==> src/rtl/nco_poly.sv <==
`default_nettype none
// ============================================================================
// nco_poly : polyphonic sine NCO, one LUT path time-shared across all voices.
// Define NCO_INTERP_EN for linear LUT interpolation (one extra cycle per sweep).
// Revision 1.0
// ============================================================================
module nco_poly #(
   parameter int N_VOICES = 4,
   parameter int PHASE_W  = 24,
   parameter int LUT_AW   = 8,
   parameter int CODE_W   = 10
) (
   input  logic                                          clk,
   input  logic                                          rst,
   input  logic                                          fcw_wr_en,
   input  logic [((N_VOICES > 1) ? $clog2(N_VOICES) : 1)-1:0] fcw_wr_idx,
   input  logic [PHASE_W-1:0]                            fcw_wr_data,
   input  logic [N_VOICES-1:0]                           voice_en,
   input  logic                                          next_sample,
   output logic                                          busy,
   output logic [CODE_W-1:0]                             code,
   output logic                                          code_valid
);

   localparam int c_idx_w = (N_VOICES > 1) ? $clog2(N_VOICES) : 1;
   localparam int c_sel_w = $clog2(N_VOICES);
   localparam int c_acc_w = CODE_W + c_sel_w;
   localparam int c_cnt_w = c_idx_w + 1;
   localparam int c_lut_n = 2 ** LUT_AW;
`ifdef NCO_INTERP_EN
   localparam int c_last  = N_VOICES;
`else
   localparam int c_last  = N_VOICES - 1;
`endif
   localparam logic [CODE_W-1:0]        c_mid   = CODE_W'(2 ** (CODE_W - 1));
   localparam logic signed [CODE_W+1:0] c_mid_s = (CODE_W + 2)'(2 ** (CODE_W - 1));

   typedef enum logic [1:0] {
      S_IDLE  = 2'd0,
      S_SWEEP = 2'd1,
      S_OUT   = 2'd2
   } state_t;

   // Elaboration-time sine: fold to the first quadrant, Taylor series there.
   function automatic logic [CODE_W-1:0] lut_entry(input int k);
      real x;
      real term;
      real s;
      int  kk;
      int  m;
      bit  neg;
      neg = (k >= c_lut_n / 2);
      kk  = neg ? k - c_lut_n / 2 : k;
      if (kk > c_lut_n / 4) kk = c_lut_n / 2 - kk;
      if (kk == c_lut_n / 4) begin
         m = 2 ** (CODE_W - 1) - 1;
      end else begin
         x    = 2.0 * 3.14159265358979323846 * $itor(kk) / $itor(c_lut_n);
         term = x;
         s    = x;
         for (int i = 1; i < 12; i++) begin
            term = -term * x * x / $itor((2 * i) * (2 * i + 1));
            s    = s + term;
         end
         m = $rtoi($itor(2 ** (CODE_W - 1) - 1) * s);
      end
      lut_entry = neg ? CODE_W'(2 ** (CODE_W - 1) - m) : CODE_W'(2 ** (CODE_W - 1) + m);
   endfunction

   logic [CODE_W-1:0] w_lut [c_lut_n];
   for (genvar k = 0; k < c_lut_n; k++) begin : g_lut
      localparam logic [CODE_W-1:0] c_val = lut_entry(k);
      assign w_lut[k] = c_val;
   end

   state_t                     r_state;
   logic [c_cnt_w-1:0]         r_idx;
   logic [N_VOICES-1:0]        r_en;
   logic [PHASE_W-1:0]         r_phase [N_VOICES];
   logic [PHASE_W-1:0]         r_fcw   [N_VOICES];
   logic signed [c_acc_w-1:0]  r_acc;
   logic                       r_busy;
   logic [CODE_W-1:0]          r_code;
   logic                       r_code_valid;

   logic [c_idx_w-1:0]         w_vidx;
   logic                       w_proc;
   logic [PHASE_W-1:0]         w_phase_new;
   logic [LUT_AW-1:0]          w_addr;
   logic signed [CODE_W+1:0]   w_val;
   logic signed [CODE_W+1:0]   w_contrib;

   assign w_vidx      = r_idx[c_idx_w-1:0];
   assign w_proc      = (r_state == S_SWEEP) && (r_idx < c_cnt_w'(N_VOICES));
   assign w_phase_new = r_phase[w_vidx] + r_fcw[w_vidx];
   assign w_addr      = w_phase_new[PHASE_W-1 -: LUT_AW];

`ifdef NCO_INTERP_EN
   logic [LUT_AW-1:0]          w_addr1;
   logic [3:0]                 w_frac;
   logic signed [CODE_W+1:0]   w_diff;
   logic signed [CODE_W+6:0]   w_prod;
   logic signed [CODE_W+1:0]   r_pipe;
   logic                       r_pipe_vld;

   // Second read port sits one entry ahead, wrapping at the table end.
   assign w_addr1 = w_addr + 1'b1;
   assign w_frac  = w_phase_new[PHASE_W-LUT_AW-1 -: 4];
   assign w_diff  = $signed({2'b00, w_lut[w_addr1]}) - $signed({2'b00, w_lut[w_addr]});
   assign w_prod  = w_diff * $signed({1'b0, w_frac});
   assign w_val   = $signed({2'b00, w_lut[w_addr]}) + (CODE_W + 2)'(w_prod >>> 4);
`else
   assign w_val   = $signed({2'b00, w_lut[w_addr]});
`endif

   assign w_contrib = r_en[w_vidx] ? (w_val - c_mid_s) : '0;

   always_ff @(posedge clk) begin
      if (rst) begin
         r_state      <= S_IDLE;
         r_idx        <= '0;
         r_en         <= '0;
         r_acc        <= '0;
         r_busy       <= 1'b0;
         r_code       <= c_mid;
         r_code_valid <= 1'b0;
         for (int v = 0; v < N_VOICES; v++) begin
            r_phase[v] <= '0;
            r_fcw[v]   <= '0;
         end
`ifdef NCO_INTERP_EN
         r_pipe       <= '0;
         r_pipe_vld   <= 1'b0;
`endif
      end else begin
         r_code_valid <= 1'b0;
         if (fcw_wr_en && (32'(fcw_wr_idx) < N_VOICES)) begin
            r_fcw[fcw_wr_idx] <= fcw_wr_data;
         end
         case (r_state)
            S_IDLE: begin
               if (next_sample) begin
                  r_state <= S_SWEEP;
                  r_busy  <= 1'b1;
                  r_idx   <= '0;
                  r_en    <= voice_en;
                  r_acc   <= '0;
`ifdef NCO_INTERP_EN
                  r_pipe_vld <= 1'b0;
`endif
               end
            end
            S_SWEEP: begin
               if (w_proc && r_en[w_vidx]) begin
                  r_phase[w_vidx] <= w_phase_new;
               end
`ifdef NCO_INTERP_EN
               r_pipe     <= w_contrib;
               r_pipe_vld <= w_proc;
               if (r_pipe_vld) r_acc <= r_acc + c_acc_w'(r_pipe);
`else
               if (w_proc) r_acc <= r_acc + c_acc_w'(w_contrib);
`endif
               if (r_idx == c_cnt_w'(c_last)) begin
                  r_state <= S_OUT;
               end else begin
                  r_idx <= r_idx + 1'b1;
               end
            end
            S_OUT: begin
               r_code       <= c_mid + CODE_W'(r_acc >>> c_sel_w);
               r_code_valid <= 1'b1;
               r_busy       <= 1'b0;
               r_state      <= S_IDLE;
            end
            default: begin
               r_state <= S_IDLE;
               r_busy  <= 1'b0;
            end
         endcase
      end
   end

   assign busy       = r_busy;
   assign code       = r_code;
   assign code_valid = r_code_valid;

endmodule
`default_nettype wire

==> config.mk <==
export PLATFORM = sky130hd
export DESIGN_NAME = nco_poly
export DESIGN_NICKNAME = d
export VERILOG_FILES = /design/src/rtl/nco_poly.sv
export SDC_FILE = /design/constraint.sdc
export NUM_CORES = 1
export LEC_CHECK = 0
export ABC_AREA = 0
export ABC_CLOCK_PERIOD_IN_PS = 9200
export CAP_MARGIN = 20
export CORE_MARGIN = 1
export CORE_UTILIZATION = 62
export CTS_CLUSTER_SIZE = 8
export DETAILED_ROUTE_END_ITERATION = 7
export PLACE_DENSITY = 0.85
export SLEW_MARGIN = 0
export SYNTH_ARGS = -nofsm -noshare
export SYNTH_HDL_FRONTEND = slang
export SYNTH_SLANG_ARGS = --single-unit
==> constraint.sdc <==
create_clock -name clk -period 9.2 [get_ports clk]
set_clock_uncertainty 0.2 [all_clocks]
set_input_delay 1.84 -clock clk [delete_from_list [all_inputs] [get_ports clk]]
set_output_delay 1.84 -clock clk [all_outputs]
set_load 0.005 [all_outputs]
After elaboration in Yosys (flattened, before gate mapping)
Memories as Yosys holds them, arrays and structs flattened. A register that Yosys moved wholly into a read port is not among the register bits.
Index checks and enable logic that the tools add are counted.

word-level totals
  register bits after elaboration = 33
  bits in writable memories = 192
  ROM bits = 2560
  bits of input ports = 34
  output and inout port bits = 12
  word-level logic and storage cells = 74
  memories kept = 3

memories
  memory           depth  width  rd ports  clocked after Yosys merged registers in  wr ports  RTL line  source
  (no name shown)  256    10     1         0                                        0         113       assign w_val = $signed({2'b00, w_lut[w_addr]});
  r_fcw            4      24     1         1                                        4         80        logic [PHASE_W-1:0] r_fcw [N_VOICES];
  r_phase          4      24     1         1                                        4         79        logic [PHASE_W-1:0] r_phase [N_VOICES];

cells by class
  add/subtract/negate cells = 5
  $lt $le $gt $ge = 3
  equal/unequal tests = 7
  multiplexer cells = 36
  bitwise operators = 2
  reduce and logical (&&, ||, !) cells = 11

operators with widths
  cell                                                                          count
  24-bit two-way mux                                                            2
  24-bit OR reduction                                                           2
  12-bit two-way mux                                                            3
  24-bit adder                                                                  1
  12-bit one-hot mux with 2 select lines                                        1
  10-bit two-way mux                                                            2
  2-bit two-way mux                                                             8
  1-bit two-way mux                                                             14
  12-bit adder                                                                  1
  10-bit by 10-bit subtractor with 11-bit output, second input constant         1
  10-bit adder, first input constant                                            1
  9-bit greater-or-equal comparator, second input constant                      1
  8-bit NOT with 9-bit output                                                   1
  3-bit two-way mux                                                             2
  2-bit inequality test, second input constant                                  3
  3-bit one-hot mux with 2 select lines                                         1
  2-bit AND reduction                                                           3
  3-bit AND reduction                                                           2
  2-bit one-hot mux with 2 select lines                                         1
  3-bit by 1-bit adder with 3-bit output, second input constant                 1
  3-bit by 2-bit equality test with 1-bit output, second input constant         1
  2-bit by 3-bit less-than comparator with 1-bit output, second input constant  1
  3-bit less-than comparator, second input constant                             1
  1-bit binary-select mux with 2-bit select                                     1
  8 further kinds                                                               9

Logic depth before layout (Yosys ltp)
Gate-level depths: netlist of the first run.

  depth after elaboration = 10
  depth in mapped cells = 33
  mapped depth without buffers = 29

Worst setup path before layout of the first run
Ideal clock, no wire load.

  path type = register -> register
  start point = register (tool-made name)
  end point = register r_acc[11]
  library setup time = 0.132 ns
  arrival time = 7.279 ns
  slack = 1.589 ns
  stages on the path, launching flop included = 31
  buffers on the path = 6
  period minus slack after synthesis = 7.611 ns
  cell sequence = dfxtp_1 buf_1 buf_1 mux4_2 ha_1 buf_2 a21oi_1 o21ai_0 a21o_1 a21o_1 xor2_2 clkbuf_1 ha_1 clkbuf_1 clkbuf_1 a221oi_1 a221oi_1 a21oi_1 a21oi_1 ha_1 a21o_1 a21oi_1 o21bai_1 a211o_1 a31oi_1 nor2b_1 o21a_1 o41ai_1 xor2_1 mux2i_1 a21oi_1

RTL lines
  item                  RTL line  source
  end signal, assigned  162       if (w_proc) r_acc <= r_acc + c_acc_w'(w_contrib);
  end, declared         81        logic signed [c_acc_w-1:0] r_acc;

==> results of run 1 <==
[worst min-delay path: cells and delay by family, from the launching register on]
| kind | cells | cell delay [ps] |
|---|---|---|
| simple gates | 1 | 50 |
| flops | 1 | 300 |
| compound gates | 1 | 50 |
[flip-flops by register name, indices dropped and copies added, names as in the netlist, named ones only]
signal / flops
r_en: 4
r_state: 2
r_phase: 96
code_valid: 1
busy: 1
code: 10
r_idx: 3
r_acc: 12
r_fcw: 96
[cell usage in the layout (no fill, tap or decap), drive strengths merged, types with 7 or more instances in the layout]
cell type and count:
a211o 7, o211ai 14, a31oi 13, clkdlybuf4s50 45
a21o 12, o21ai 58, nand2 88, o21bai 7
o221ai 9, xor2 15, buf 47, nor2 180
nand2b 16, dfxtp 35, clkbuf 52, edfxtp 192
inv 18, a21oi 96, nor3 28, ha 47
and2 100, o21a 7, o22ai 12, mux4 48
nand3 20, a211oi 17, a22oi 17, xnor2 21
[worst max-delay path by stage]
stage | from | end | slack [ps] | cells after the start
final | register | r_acc[11] | 1120 | 26
after global routing | register | r_acc[11] | 670 | 29
after CTS | register | r_acc[11] | 1250 | 26
after detailed placement | register | r_acc[11] | 1330 | 28
after global placement | register | r_acc[11] | 1430 | 29
after floorplan | register | r_acc[11] | 1590 | 30
[per-layer routing]
layer  up-vias  GRT usage
li1       4898          -
met1      5489     0.5007
met2       929     0.6308
met3       159    0.07835
met4         0     0.1808
met5         -          0
[cell type report]
class / count / area, µm² / share of cell area
Clock buffer: 52 / 918.4 / 0.05999
Clock inverter: 4 / 67.56 / 0.004413
Inverter: 19 / 73.82 / 0.004822
Multi-Input combinational cell: 945 / 6619 / 0.4323
Sequential cell: 227 / 6471 / 0.4227
Tap cell: 275 / 344.1 / 0.02247
Timing Repair Buffer: 92 / 815.8 / 0.05329
[cell families (layout without fill, tap and decap cells)]
| group | after synthesis | count (layout) | synth area share |
|---|---|---|---|
| adders and majority gates | 49 | 49 | 0.04640 |
| muxes | 54 | 54 | 0.08429 |
| and+or+nand+nor | 468 | 468 | 0.1642 |
| buffers and inverters | 114 | 167 | 0.03697 |
| AOI/OAI and AO/OA | 338 | 338 | 0.1666 |
| xor gates and xnor gates | 36 | 36 | 0.02385 |
| DFF | 227 | 227 | 0.4776 |
[metrics by stage]
stage | setup slack, ps | util | instance area [µm²]
6_report | 1121 | 0.7215 | 15310
5_1_grt | 673.1 | 0.7215 | 15310
2_1_floorplan | 1589 | - | 13540
4_1_cts | 1247 | 0.7211 | 15300
3_5_place_dp | 1330 | 0.6746 | 14320
3_3_place_gp | 1434 | 0.6746 | 14320
[where the power goes]
group / leakage [nW] / internal, W / total [W] / switching (W)
clock: 0.469 / 0.000690 / 0.00114 / 0.000448
sequential: 2.21 / 0.00117 / 0.00120 / 0.0000304
combinational: 2.96 / 0.000556 / 0.00168 / 0.00113
==> flow_summary.json, run 1 <==
{
  "status": "finished, final reports clean",
  "reg2reg_to": "r_acc[11]",
  "p_leak_nw": 5.645,
  "htree_levels": 2,
  "drc": 0,
  "wl_met1_um": 15610,
  "cts.path.max_buffers": 3,
  "worstSetupEndpointType": "register",
  "grt_max_degree": 51,
  "maxCapViolCount": 0,
  "holdWs_ps": 251.0,
  "hold_start": "code[2]",
  "worst_pin_slew_ps": 1118,
  "grt_pass1_vias": 11440,
  "fin_crit_sh": 0.8782,
  "firstDrtPassIters": 6,
  "worstPathMaxFanout": 28,
  "n_antenna_cell": 0,
  "insertion_delay_ps": 510,
  "initial_utilization": 0.6380,
  "cp_data_arrival_time_ps": 8250,
  "grt_pass1_wl_um": 65120,
  "clk_pin_slew_worst_paths_ps": 50,
  "seq_area_frac_synth": 0.4776,
  "fillers": 1362,
  "vias_per_cell": 7.110,
  "die_x_um": 149.8,
  "syn_area_um2": 13540,
  "cp_common_cell": "a21oi_1",
  "die_h_um": 149.8,
  "cts.repair.resized": 0,
  "crit_path_max_incr_delay_ps": 700,
  "cts_tree": "yes",
  "overflow": 0,
  "dieArea_um2": 22430,
  "ioPinCount": 46,
  "path_class": "register to register",
  "stdcell_count": 1614,
  "avgSynthCellArea_um2": 10.53,
  "hold_end": "code[2]",
  "yosys_register_bits": 227,
  "slowest_stage": "dfxtp_4",
  "wl_met2_um": 20380,
  "worstPathRequired_ps": 9370,
  "place.port_buffers": 45,
  "ant_nets": 0,
  "min_path_cells": 2,
  "cts_hold_buffers": 0,
  "rrSetupSlack_ps": 1120,
  "min-delay-path-class": "register to register",
  "critPathBufInv": 2,
  "yosys.area.top_type": "edfxtp_1",
  "synth_cells": 1286,
  "p_total_w": 0.004028,
  "core-area_um2": 21220,
  "synth_edf_count": 192,
  "drtIter0Drc": 1673,
  "fmax_mhz": 123.8,
  "powerDensity_nw_per_um2": 263.1,
  "cts_buffers": 34,
  "top_layer": "met4",
  "yosys.area.top_type_share": 0.4259,
  "syn-num-nets": 1369,
  "hold_viol": 0,
  "placedCellCount": 1557,
  "synthDistinctLibCells": 78,
  "critPathLaunchType": "register",
  "synth_ff_type": "edfxtp_1",
  "met3_length_um": 4713,
  "yosysMostFrequentCell": "edfxtp_1",
  "setup_viol": 0,
  "track_usage": 0.3878,
  "synth_common_cells": "edfxtp_1 (192), nor2_1 (179), and2_1 (100)",
  "areaGrowthSynthToFinish_pct": 13.09,
  "rsz0062_at_grt": "no",
  "vias": 11480,
  "ir_worst_vdd_mv": 0.1929,
  "yosys_warnings": 0,
  "fp-row-count": 53,
  "r2r_cells": 26,
  "clock-sinks": 227,
  "async_flop_share": 0,
  "tns_ps": 0,
  "drive_gt1_frac": 0.1202,
  "root_buffer": "clkbuf_16",
  "max-slew-margin-rel": 0.2526,
  "final_nets": 1402,
  "antenna_found_initial": 0,
  "wl_per_cell_um": 26.31,
  "gp_congestion": 0.9890,
  "period_needed_ps": 8079,
  "critical-path-top-delay-family": "compound AO/OA/AOI/OAI gates",
  "dp_hpwl_um": 27340,
  "drv_slew": 0,
  "post_cts_buffers": 0,
  "synth_area_leaders": "edfxtp_1 (43%), mux4_2 (8.0%), dfxtp_1 (5.2%), nor2_1 (5.0%), and2_1 (4.6%)",
  "wl_um": 42460
}
Power figures use the tool's default switching activity.
==> run 2, diff against run 1 <==
--- a/config.mk
+++ b/config.mk
@@ -10,7 +10,6 @@
 export CAP_MARGIN = 20
 export CORE_MARGIN = 1
 export CORE_UTILIZATION = 62
-export CTS_CLUSTER_SIZE = 8
 export DETAILED_ROUTE_END_ITERATION = 7
 export PLACE_DENSITY = 0.85
 export SLEW_MARGIN = 0
==> run 2 against run 1 <==
Net effect:
- wire length decreased by 3.0%
- sequential share of layout area grew 0.79 points
- combinational power hardly changed
- power shrank 6.3%
- flip-flop and latch count is the same
- clock-buffer cell count fell by 22
- register-to-register slack about the same
- cell count shrank 0.99%
- die area unchanged
- utilization shrank 1.3 points
- first-iteration DRC count rose by 10%
==> flow_summary.json, run 2 (same netlist as run 1, synthesis figures left out) <==
{
  "crit_path_max_incr_delay_ps": 730,
  "cts.path.max_buffers": 3,
  "drc": 0,
  "n_antenna_cell": 0,
  "track_usage": 0.3773,
  "utilization": 0.7083,
  "clock-sinks": 227,
  "vias": 11390,
  "stdcell_count": 1598,
  "die_h_um": 149.8,
  "placedCellCount": 1557,
  "grt_max_degree": 51,
  "worst_pin_slew_ps": 1113,
  "dpl_worst_slack_ps": 1330,
  "areaGrowthSynthToFinish_pct": 11.02,
  "maxCapViolCount": 0,
  "cp_data_arrival_time_ps": 8270,
  "core-area_um2": 21220,
  "drv_slew": 0,
  "clk_pin_slew_worst_paths_ps": 70,
  "drive_gt1_frac": 0.1149,
  "final_common_cell": "edfxtp_1",
  "final_cell_mix": "edfxtp_1 (192), nor2_1 (179), and2_1 (100)",
  "wl_um": 41190,
  "tns_ps": 0,
  "status": "finished, final reports clean",
  "antenna_found_initial": 0,
  "cts_hold_buffers": 0,
  "place.port_buffers": 45,
  "slowest_stage": "dfxtp_4",
  "gp_congestion": 0.9890,
  "p_leak_nw": 5.513,
  "min-delay-path-class": "register to register",
  "root_buffer": "clkbuf_16",
  "worstSetupEndpointType": "register",
  "worstPathMaxFanout": 28,
  "firstDrtPassIters": 7,
  "insertion_delay_ps": 530,
  "dieArea_um2": 22430,
  "drtIter0Drc": 1844,
  "cts_tree": "yes",
  "die_x_um": 149.8,
  "max-slew-margin-rel": 0.2561,
  "ioPinCount": 46,
  "worst_slack_ps": 1125,
  "fin_crit_sh": 0.8777,
  "fmax_mhz": 123.8,
  "post_cts_buffers": 0,
  "path_class": "register to register",
  "rsz0062_at_grt": "no",
  "vias_per_cell": 7.126,
  "powerDensity_nw_per_um2": 251.1,
  "cts.repair.resized": 0,
  "grt_pass1_vias": 11200,
  "dp_hpwl_um": 27340,
  "wl_per_cell_um": 25.77,
  "setup_viol": 0,
  "ir_worst_vdd_mv": 0.1705,
  "fp-row-count": 53,
  "period_needed_ps": 8075,
  "cts_buffers": 23,
  "final_nets": 1391,
  "critPathLaunchType": "register",
  "hold_viol": 0,
  "reg_top3": "r_fcw (96), r_phase (96), r_acc (12)",
  "overflow": 0,
  "worstPathRequired_ps": 9390,
  "ant_nets": 0,
  "initial_utilization": 0.6380,
  "htree_levels": 1,
  "grt_pass1_wl_um": 63910
}
[run 2: changes by cell type in the layout (fill, tap and decap cells not counted), moves of 2 or more]
cell       change
clkbuf_1      -12
clkinv_8       -2
clkinv_1       +5
clkbuf_16     -11
[run 2: layer usage]
layer / GRT usage / part of all wire
met1: 0.5096 / 0.37
met2: 0.6127 / 0.47
met3: 0.06067 / 0.11
met4: 0.1490 / 0.040
met5: 0 / 0
[run 2: cell type report]
cell class | count | area, µm²
repair buffers | 92 | 815.8
well taps | 275 | 344.1
multi-input cells | 945 | 6619
inverters | 19 | 73.82
clock buffers | 30 | 611.8
flip-flops and latches | 227 | 6471
clock inverters | 10 | 93.84
fillers | 1415 | 6191
[run 2: critical path: cells and delay by family, from the launching register on]
kind / cells / cell delay (ps)
DFF: 1 / 730
muxes: 2 / 770
AOI/OAI and AO/OA: 15 / 3280
and+or+nand+nor: 5 / 1050
buffers and inverters: 3 / 890
adders and majority gates: 2 / 760
xor gates and xnor gates: 1 / 250
[run 2: final timing paths]
path | startpoint | end | slack (ps) | depth (start not counted)
hold / removal | code[2] | code[2] | 250 | 2
setup / recovery | register | r_acc[11] | 1130 | 28
setup reg to reg | register | r_acc[11] | 1130 | 28
hold reg to reg | code[2] | code[2] | 250 | 2
[run 2: report_power, final]
| group | internal [W] | leakage (nW) | switching, W | total (W) |
|---|---|---|---|---|
| Combinational | 0.000556 | 2.96 | 0.00112 | 0.00168 |
| Sequential | 0.00117 | 2.21 | 0.0000300 | 0.00120 |
| Clock | 0.000501 | 0.338 | 0.000390 | 0.000891 |
| Total | 0.00223 | 5.51 | 0.00154 | 0.00377 |
[run 2: stage by stage]
step	area (µm²)	hold WS [ps]	power (W)
floorplan	13540	244.3	0.002335
detailed placement	14320	248.0	0.002813
global route	15030	281.4	0.003914
global placement	14320	245.6	0.002824
CTS	15020	256.7	0.003699
finish	15030	252.4	0.003773
